<file path="src/rtl/xbus_master_port_pkg.sv">
// Shared constants and FSM encoding for the xbus master request port.
package xbus_master_port_pkg;

  localparam logic        RstEnable    = 1'b1;
  localparam logic        HoldEnable   = 1'b1;
  localparam logic        HoldDisable  = 1'b0;
  localparam logic [31:0] ZeroWord     = 32'h0000_0000;
  localparam logic [4:0]  IdleMasterId = 5'd31;

  typedef enum logic [1:0] {
    XbmIdle = 2'd0,
    XbmReq  = 2'd1,
    XbmXfer = 2'd2,
    XbmDone = 2'd3
  } xbm_state_e;

endpackage

</file>
<file path="src/rtl/xbus_timeout_cnt.sv">
// 8-bit cycle counter with clear/enable; flags when the count reaches the limit.
module xbus_timeout_cnt
  import xbus_master_port_pkg::*;
(
  input  logic       clk,
  input  logic       rst,
  input  logic       clear,
  input  logic       enable,
  input  logic [7:0] limit,
  output logic       expired
);

  logic [7:0] count_q;

  always_ff @(posedge clk) begin
    if (rst == RstEnable) begin
      count_q <= 8'd0;
    end else if (clear) begin
      count_q <= 8'd0;
    end else if (enable) begin
      count_q <= count_q + 8'd1;
    end
  end

  assign expired = (count_q == limit);

endmodule

</file>
<file path="src/rtl/xbus_master_port.sv">
// Per-master request port in front of the xbus arbiter: one load/store at a time.
// Define XBUS_TIMEOUT_EN to abort stuck transfers after TIMEOUT_CYCLES with err_out.
module xbus_master_port
  import xbus_master_port_pkg::*;
#(
  parameter int unsigned MASTER_ID      = 0,
  parameter int unsigned TIMEOUT_CYCLES = 15
) (
  input  logic        clk,
  input  logic        rst,
  input  logic        req_in,
  input  logic        we_in,
  input  logic [31:0] addr_in,
  input  logic [31:0] wdata_in,
  output logic        stall_out,
  output logic        ready_out,
  output logic [31:0] rdata_out,
  output logic        err_out,
  output logic        bus_req_out,
  input  logic [4:0]  bus_master_id_in,
  input  logic        bus_hold_in,
  output logic [31:0] bus_addr_out,
  output logic [31:0] bus_data_out,
  output logic        bus_we_out,
  input  logic [31:0] bus_data_in,
  input  logic        bus_ack_in
);

  localparam logic [4:0] MyId         = 5'(MASTER_ID);
  localparam logic [7:0] TimeoutLimit = 8'(TIMEOUT_CYCLES);

  xbm_state_e  state_q, state_d;
  logic [31:0] addr_q, wdata_q, rdata_q, rdata_d;
  logic        we_q, err_q, err_d;
  logic        grant, busy, accept, cnt_enable, timed_out;

  assign grant      = (bus_hold_in == HoldEnable) && (bus_master_id_in == MyId);
  assign busy       = (state_q != XbmIdle);
  assign accept     = (state_q == XbmIdle) && req_in;
  assign cnt_enable = (state_q == XbmReq) || (state_q == XbmXfer);

`ifdef XBUS_TIMEOUT_EN
  logic expired;

  xbus_timeout_cnt u_timeout_cnt (
    .clk     (clk),
    .rst     (rst),
    .clear   (accept),
    .enable  (cnt_enable),
    .limit   (TimeoutLimit),
    .expired (expired)
  );

  // A same-cycle ack beats the limit.
  assign timed_out = cnt_enable && expired && !bus_ack_in;
`else
  logic unused_timeout;
  assign unused_timeout = ^{TimeoutLimit, cnt_enable};
  assign timed_out      = 1'b0;
`endif

  always_comb begin
    state_d = state_q;
    rdata_d = rdata_q;
    err_d   = err_q;
    unique case (state_q)
      XbmIdle: begin
        err_d = 1'b0;
        if (req_in) state_d = XbmReq;
      end
      XbmReq: begin
        if (timed_out) begin
          state_d = XbmDone;
          err_d   = 1'b1;
          rdata_d = ZeroWord;
        end else if (grant) begin
          state_d = XbmXfer;
        end
      end
      XbmXfer: begin
        if (bus_ack_in) begin
          state_d = XbmDone;
          rdata_d = bus_data_in;
        end else if (timed_out) begin
          state_d = XbmDone;
          err_d   = 1'b1;
          rdata_d = ZeroWord;
        end else if (!grant) begin
          // Grant lost: re-arbitrate with the same latched request.
          state_d = XbmReq;
        end
      end
      XbmDone: begin
        err_d   = 1'b0;
        state_d = XbmIdle;
      end
      default: state_d = XbmIdle;
    endcase
  end

  always_ff @(posedge clk) begin
    if (rst == RstEnable) begin
      state_q <= XbmIdle;
      addr_q  <= ZeroWord;
      wdata_q <= ZeroWord;
      rdata_q <= ZeroWord;
      we_q    <= 1'b0;
      err_q   <= 1'b0;
    end else begin
      state_q <= state_d;
      rdata_q <= rdata_d;
      err_q   <= err_d;
      if (accept) begin
        addr_q  <= addr_in;
        wdata_q <= wdata_in;
        we_q    <= we_in;
      end
    end
  end

  assign stall_out    = busy || req_in;
  assign ready_out    = (state_q == XbmDone);
  assign rdata_out    = rdata_q;
  assign err_out      = err_q;
  assign bus_req_out  = cnt_enable;
  assign bus_we_out   = (state_q == XbmXfer) && we_q;
  assign bus_addr_out = busy ? addr_q : ZeroWord;
  assign bus_data_out = busy ? wdata_q : ZeroWord;

endmodule

</file>
<file path="config.mk">
export PLATFORM = sky130hd
export DESIGN_NAME = xbus_master_port
export DESIGN_NICKNAME = d
export VERILOG_FILES = /design/src/rtl/xbus_master_port_pkg.sv /design/src/rtl/xbus_timeout_cnt.sv /design/src/rtl/xbus_master_port.sv
export SDC_FILE = /design/constraint.sdc
export NUM_CORES = 1
export LEC_CHECK = 0
export CORE_UTILIZATION = 42
export CTS_CLUSTER_SIZE = 8
export DETAILED_ROUTE_END_ITERATION = 8
export GPL_ROUTABILITY_DRIVEN = 0
export GPL_TIMING_DRIVEN = 0
export PLACE_DENSITY = 0.88
export SYNTH_ARGS = -nofsm -noshare
export SYNTH_HDL_FRONTEND = slang
export SYNTH_HIERARCHICAL = 1
export SYNTH_SLANG_ARGS = --single-unit
</file>
<file path="constraint.sdc">
create_clock -name clk -period 3.5 [get_ports clk]
set_clock_uncertainty 0.15 [all_clocks]
set_input_delay 0.7 -clock clk [delete_from_list [all_inputs] [get_ports clk]]
set_output_delay 0.7 -clock clk [all_outputs]
set_load 0.02 [all_outputs]
</file>
* Yosys cells after proc, flatten, opt, wreduce, memory -nomap -nowiden *
Cells that the tools add are included.

operators by class
  reduce and logical (&&, ||, !) cells = 12
  muxes and demuxes = 8
  equality and inequality tests = 6

operators by type and width
  kind                                                             count
  32-bit two-way mux                                               2
  2-bit two-way mux                                                4
  2-bit one-hot mux with 4 select lines                            1
  5-bit logical NOT                                                1
  2-bit == test, second input constant                             2
  2-bit != test, second input constant                             2
  2-bit OR reduction                                               2
  1-bit logical AND                                                3
  3-bit != test, second input constant                             1
  3-bit AND reduction                                              1
  2-bit by 1-bit == test with 1-bit output, second input constant  1
  2-bit logical NOT                                                1
  1-bit logical OR                                                 2
  2-bit AND reduction                                              1
  2-bit nonzero test                                               1
  1-bit two-way mux                                                1

storage, ports and cells
  register bits = 100
  logic and storage cells = 32
  bits of input ports = 107

* Logic depth before layout (Yosys ltp) *
  word-level depth = 5
  depth in mapped cells = 7
  gate-level depth less buffers = 6

* Least setup slack after synthesis *
Ideal clock, no wire load.

  path type = reg-to-output
  start point = register state_q[0]
  end point = output bus_addr_out[10]
  path slack = 1.263 ns
  required time = 2.650 ns
  cell stages (with the launch flop) = 6
  arrival time = 1.387 ns
  cells stage by stage = dfxtp_1 > inv_1 > ha_1 > clkbuf_1 > clkbuf_1 > nor2b_1

between the ends
  longest elaborated chain between the ends = 2

RTL lines
  element                 RTL line                 text
  start, declared         xbus_master_port.sv:32   xbm_state_e state_q, state_d;
  start signal, assigned  xbus_master_port.sv:103  state_q <= XbmIdle;
  start signal, assigned  xbus_master_port.sv:110  state_q <= state_d;
  2-bit nonzero test      xbus_master_port.sv:38   assign busy = (state_q != XbmIdle);
  32-bit two-way mux      xbus_master_port.sv:127  assign bus_addr_out = busy ? addr_q : ZeroWord;
  end, declared           xbus_master_port.sv:22   output logic [31:0] bus_addr_out,

Every way passes these cells.

* Worst setup path after layout *
  start point = register state_q[0]
  end point = output bus_data_out[3]

between the ends
  longest elaborated chain between the ends = 2

RTL lines
  element             RTL line                 text
  2-bit nonzero test  xbus_master_port.sv:38
  32-bit two-way mux  xbus_master_port.sv:128  assign bus_data_out = busy ? wdata_q : ZeroWord;
  end, declared       xbus_master_port.sv:23   output logic [31:0] bus_data_out,

Every way passes these cells.

==> summary by stage <==
Placed design
The number of buffers added on ports is 205. After detailed placement, the total cell area comes to 0.00612 sq mm. Detailed placement finished with a half-perimeter wire length of 9150 um. Before CTS, the worst setup slack after placement is approximately 0.44 ns. The post-placement cell count is 832.

Timing
The final critical path time including I/O delays and setup is 3.32 ns. The post-route worst hold slack is 0.304 ns. Setup slack on the critical path of the routed design comes to 0.178 ns. Setup violations remaining at the end of the flow were counted as 0. Static timing analysis puts the maximum clock frequency at about 300 MHz. The transition at the pin with the smallest max-transition slack is ~0.52 ns. Setup repair after global routing left no endpoint under its margin.

The worst pin sits at a relative slew slack of about two thirds. The count of pins over their slew limit is 0. The number of hold violations in the final report is 0.

The final cycle utilization of the critical path is 94.9%. For the final routed database, the setup TNS stands at 0 ns.

Cells and area
The library cells used most frequently in the layout, excluding fill and tap cells, are sky130_fd_sc_hd__clkdlybuf4s50_1, sky130_fd_sc_hd__nand2_1, sky130_fd_sc_hd__dfxtp_1. With fillers left out, the area of the finished cells amounts to roughly 0.0063 sq mm. In the final layout, the share of cells above drive strength 1 is 2.44%. 0 antenna diodes ended up in the layout.

In the final design database the tool counted approximately 850 nets. Compared with the post-synthesis result, the final layout area differs by 60.9%. Leaving out filler cells and counting taps, the final layout contains 847. The most common cell after layout, fill and taps aside is sky130_fd_sc_hd__clkdlybuf4s50_1. The utilization of the core after routing is 71.2%.

Worst setup path
The master of the slowest instance on the critical path is sky130_fd_sc_hd__clkdlybuf4s50_1. In this design, the stage delay of the slowest critical-path cell is 0.66 ns. The cell type group with the largest total delay on the critical path is buffers and inverters. The startpoint-to-endpoint class of the critical path is register to output pin. The data arrival time of the critical path is 2.47 ns. Walking the worst path, the cells encountered are inv_1 > ha_1 > clkbuf_2 > clkbuf_1 > nor2b_1 > clkdlybuf4s50_1. Across all register-to-register paths, the minimum setup slack is 1.26 ns. The launching element type of the critical path is a register. Measured in cells, the most critical reg-to-reg path has a length of 7. STA classifies the critical path endpoint as an output pin. The worst register-to-register path ends at we_q$_SDFFE_PP0P_. The required time at the endpoint of the critical path is ~2.7 ns. The highest fanout seen on the critical path is 10. Together, buffers and inverters on the worst path number 4.

The startpoint identified for the worst register-to-register timing path is state_q[0]$_SDFFE_PP0P_.

Clock network
The CTS tree is built. Clock-pin slew was measured on the worst setup and hold paths at 0.08 ns. The deepest clock path buffer count is 2. The clock insertion delay at the later pin of the skew report is 0.34 ns.

The sink count of the clock tree is between 90 and 100. The maximum level of the CTS H-tree is 3. The clock buffer count from CTS is 9. The clock root buffer is sky130_fd_sc_hd__clkbuf_8.

Floorplan
The area of the core is between 0.008 and 0.009 sq mm. The top-level I/O count is 208. The initial cell density of the core is 44.3%. The floorplan has 34 rows. The floorplan die area is between 0.009 and 0.01 sq mm. The die width is 98.8 um. Measured along the y axis, the die boundary spans 98.8 um.

GRT
The first global-routing pass estimated 19300 um of wire. The final global-route overflow total is 0. The initial antenna violation count came to 0. For this run, the total global-route usage over all layers was measured as between 20% and 30%. The number of global-route vias before repair is roughly 4200. The largest net degree at the start of global routing is 16.

Synthesis
The synthesized area is 0.00394 sq mm. The post-synthesis area per instance is around 7.6 sq um. In the synthesized netlist, the number of instances is 519. The synthesized flop and latch total is 99. The async set-or-reset flop fraction in the synthesized netlist is 0%. For this run, the leading register cell type out of synthesis is sky130_fd_sc_hd__dfxtp_1.

The register area share after synthesis is 50.3%. The number of enable-type register cells in the synthesized netlist is 0. The net count after synthesis is 630. The netlist uses 20 different library cells.

The total number of yosys warnings is 6.

Routing
For this run, design rule violations remaining after detail routing come to 0. The via total after detailed routing is between 4000 and 5000. The number of violations reported at the end of detailed-routing iteration 0 is 115.

The highest routed metal layer is met4. The detailed router put a total of about 4600 um of wire on met1. The detailed route wirelength on metal2 is roughly 6000 um.

Using the TritonRoute via totals, the vias-per-cell ratio works out to 4.89. The final routed wire length divided by cell count is approximately 14 um. The detailed-route wire length is 11900 um. The met3 wirelength from detailed routing is between 1000 and 1500 um. The number of iterations in the first detailed-routing pass is 4. In this run the remaining antenna-violating nets after routing total 0.

Power and ir drop
The power per cell area is ~560 mW/mm^2. For this design the static power due to leakage is 2.23 nW. The design draws about 3.5 mW. IR analysis of the VDD net gives a maximum drop of 0.000283 V.

Min path
The worst hold path belongs to the class register to register. The startpoint identified for the worst hold timing path is addr_q[31]$_SDFFE_PP0P_. The path with the worst hold slack has its endpoint at addr_q[31]$_SDFFE_PP0P_. The number of cells on the worst hold path is 2.

Job
The tool flagged a number of max-cap violations equal to 0.

Status
The flow ran to the end, and the final reports show no timing, DRC or antenna violations.
report_power, final:
part,switching [mW],leakage (nW),internal (mW)
logic,0.810,1.32,0.572
registers,0.0768,0.808,1.29
clock network,0.382,0.0996,0.402
worst min-delay path, cell delays in order, from the launching register on:
cell and delay (ns):
sky130_fd_sc_hd__dfxtp_1 0.31, sky130_fd_sc_hd__nand2_1 0.05, sky130_fd_sc_hd__a21oi_1 0.05
worst max path at each step:
stage,from,endpoint,slack (ns),cells past startpoint
detailed placement,state_q[0]$_SDFFE_PP0P_,bus_addr_out[25],0.44,6
global placement,state_q[0]$_SDFFE_PP0P_,bus_data_out[2],0.46,6
floorplan,state_q[0]$_SDFFE_PP0P_,bus_addr_out[10],1.26,5
CTS,state_q[0]$_SDFFE_PP0P_,bus_data_out[3],0.02,6
global route,state_q[0]$_SDFFE_PP0P_,bus_data_out[1],0.03,6
finish,state_q[0]$_SDFFE_PP0P_,bus_data_out[3],0.18,6
what timing repair did:
item / in CTS / in global routing
setup buffers: 0 / 0
hold buffers: 0 / 0
endpoints found under the setup margin: 0 / 60
resized for setup: 0 / 2
cell families after synthesis:
family          synth area share [%]
compound gates                  13.8
fa+ha+maj                       1.27
buf+inv                         4.29
flops                           50.3
other cells                   0.0953
simple gates                    30.2
registers in the layout, indices dropped and copies added (netlist names):
name       cells
addr_q        32
rdata_out     32
state_q        2
wdata_q       32
we_q           1
synth_stat cells, types with 2 or more instances:
cell type | n | share of area (%)
sky130_fd_sc_hd__nand2_1 | 197 | 19
sky130_fd_sc_hd__dfxtp_1 | 99 | 50
sky130_fd_sc_hd__a21oi_1 | 97 | 12
sky130_fd_sc_hd__nor2b_1 | 64 | 10
sky130_fd_sc_hd__clkbuf_1 | 34 | 3.2
sky130_fd_sc_hd__buf_1 | 5 | 0.48
sky130_fd_sc_hd__ha_1 | 4 | 1.3
sky130_fd_sc_hd__inv_1 | 4 | 0.38
sky130_fd_sc_hd__and2_1 | 3 | 0.48
sky130_fd_sc_hd__nand2b_1 | 2 | 0.32
per-layer routing:
metal / vias up / global-route usage [%]
li1: 2072 / -
met1: 1885 / 26.1
met2: 161 / 45.4
met3: 22 / 8.09
met4: 0 / 9.30
met5: - / 0
area by class of cell:
type | count | area (sq um)
Buffer | 40 | 155
Clock buffer | 11 | 131
Clock inverter | 4 | 76.3
Fill cell | 709 | 2560
Inverter | 4 | 15.0
Multi-Input combinational cell | 376 | 1790
Sequential cell | 99 | 1980
Tap cell | 108 | 135
Timing Repair Buffer | 205 | 2050
(Power assumes the default switching activity.)
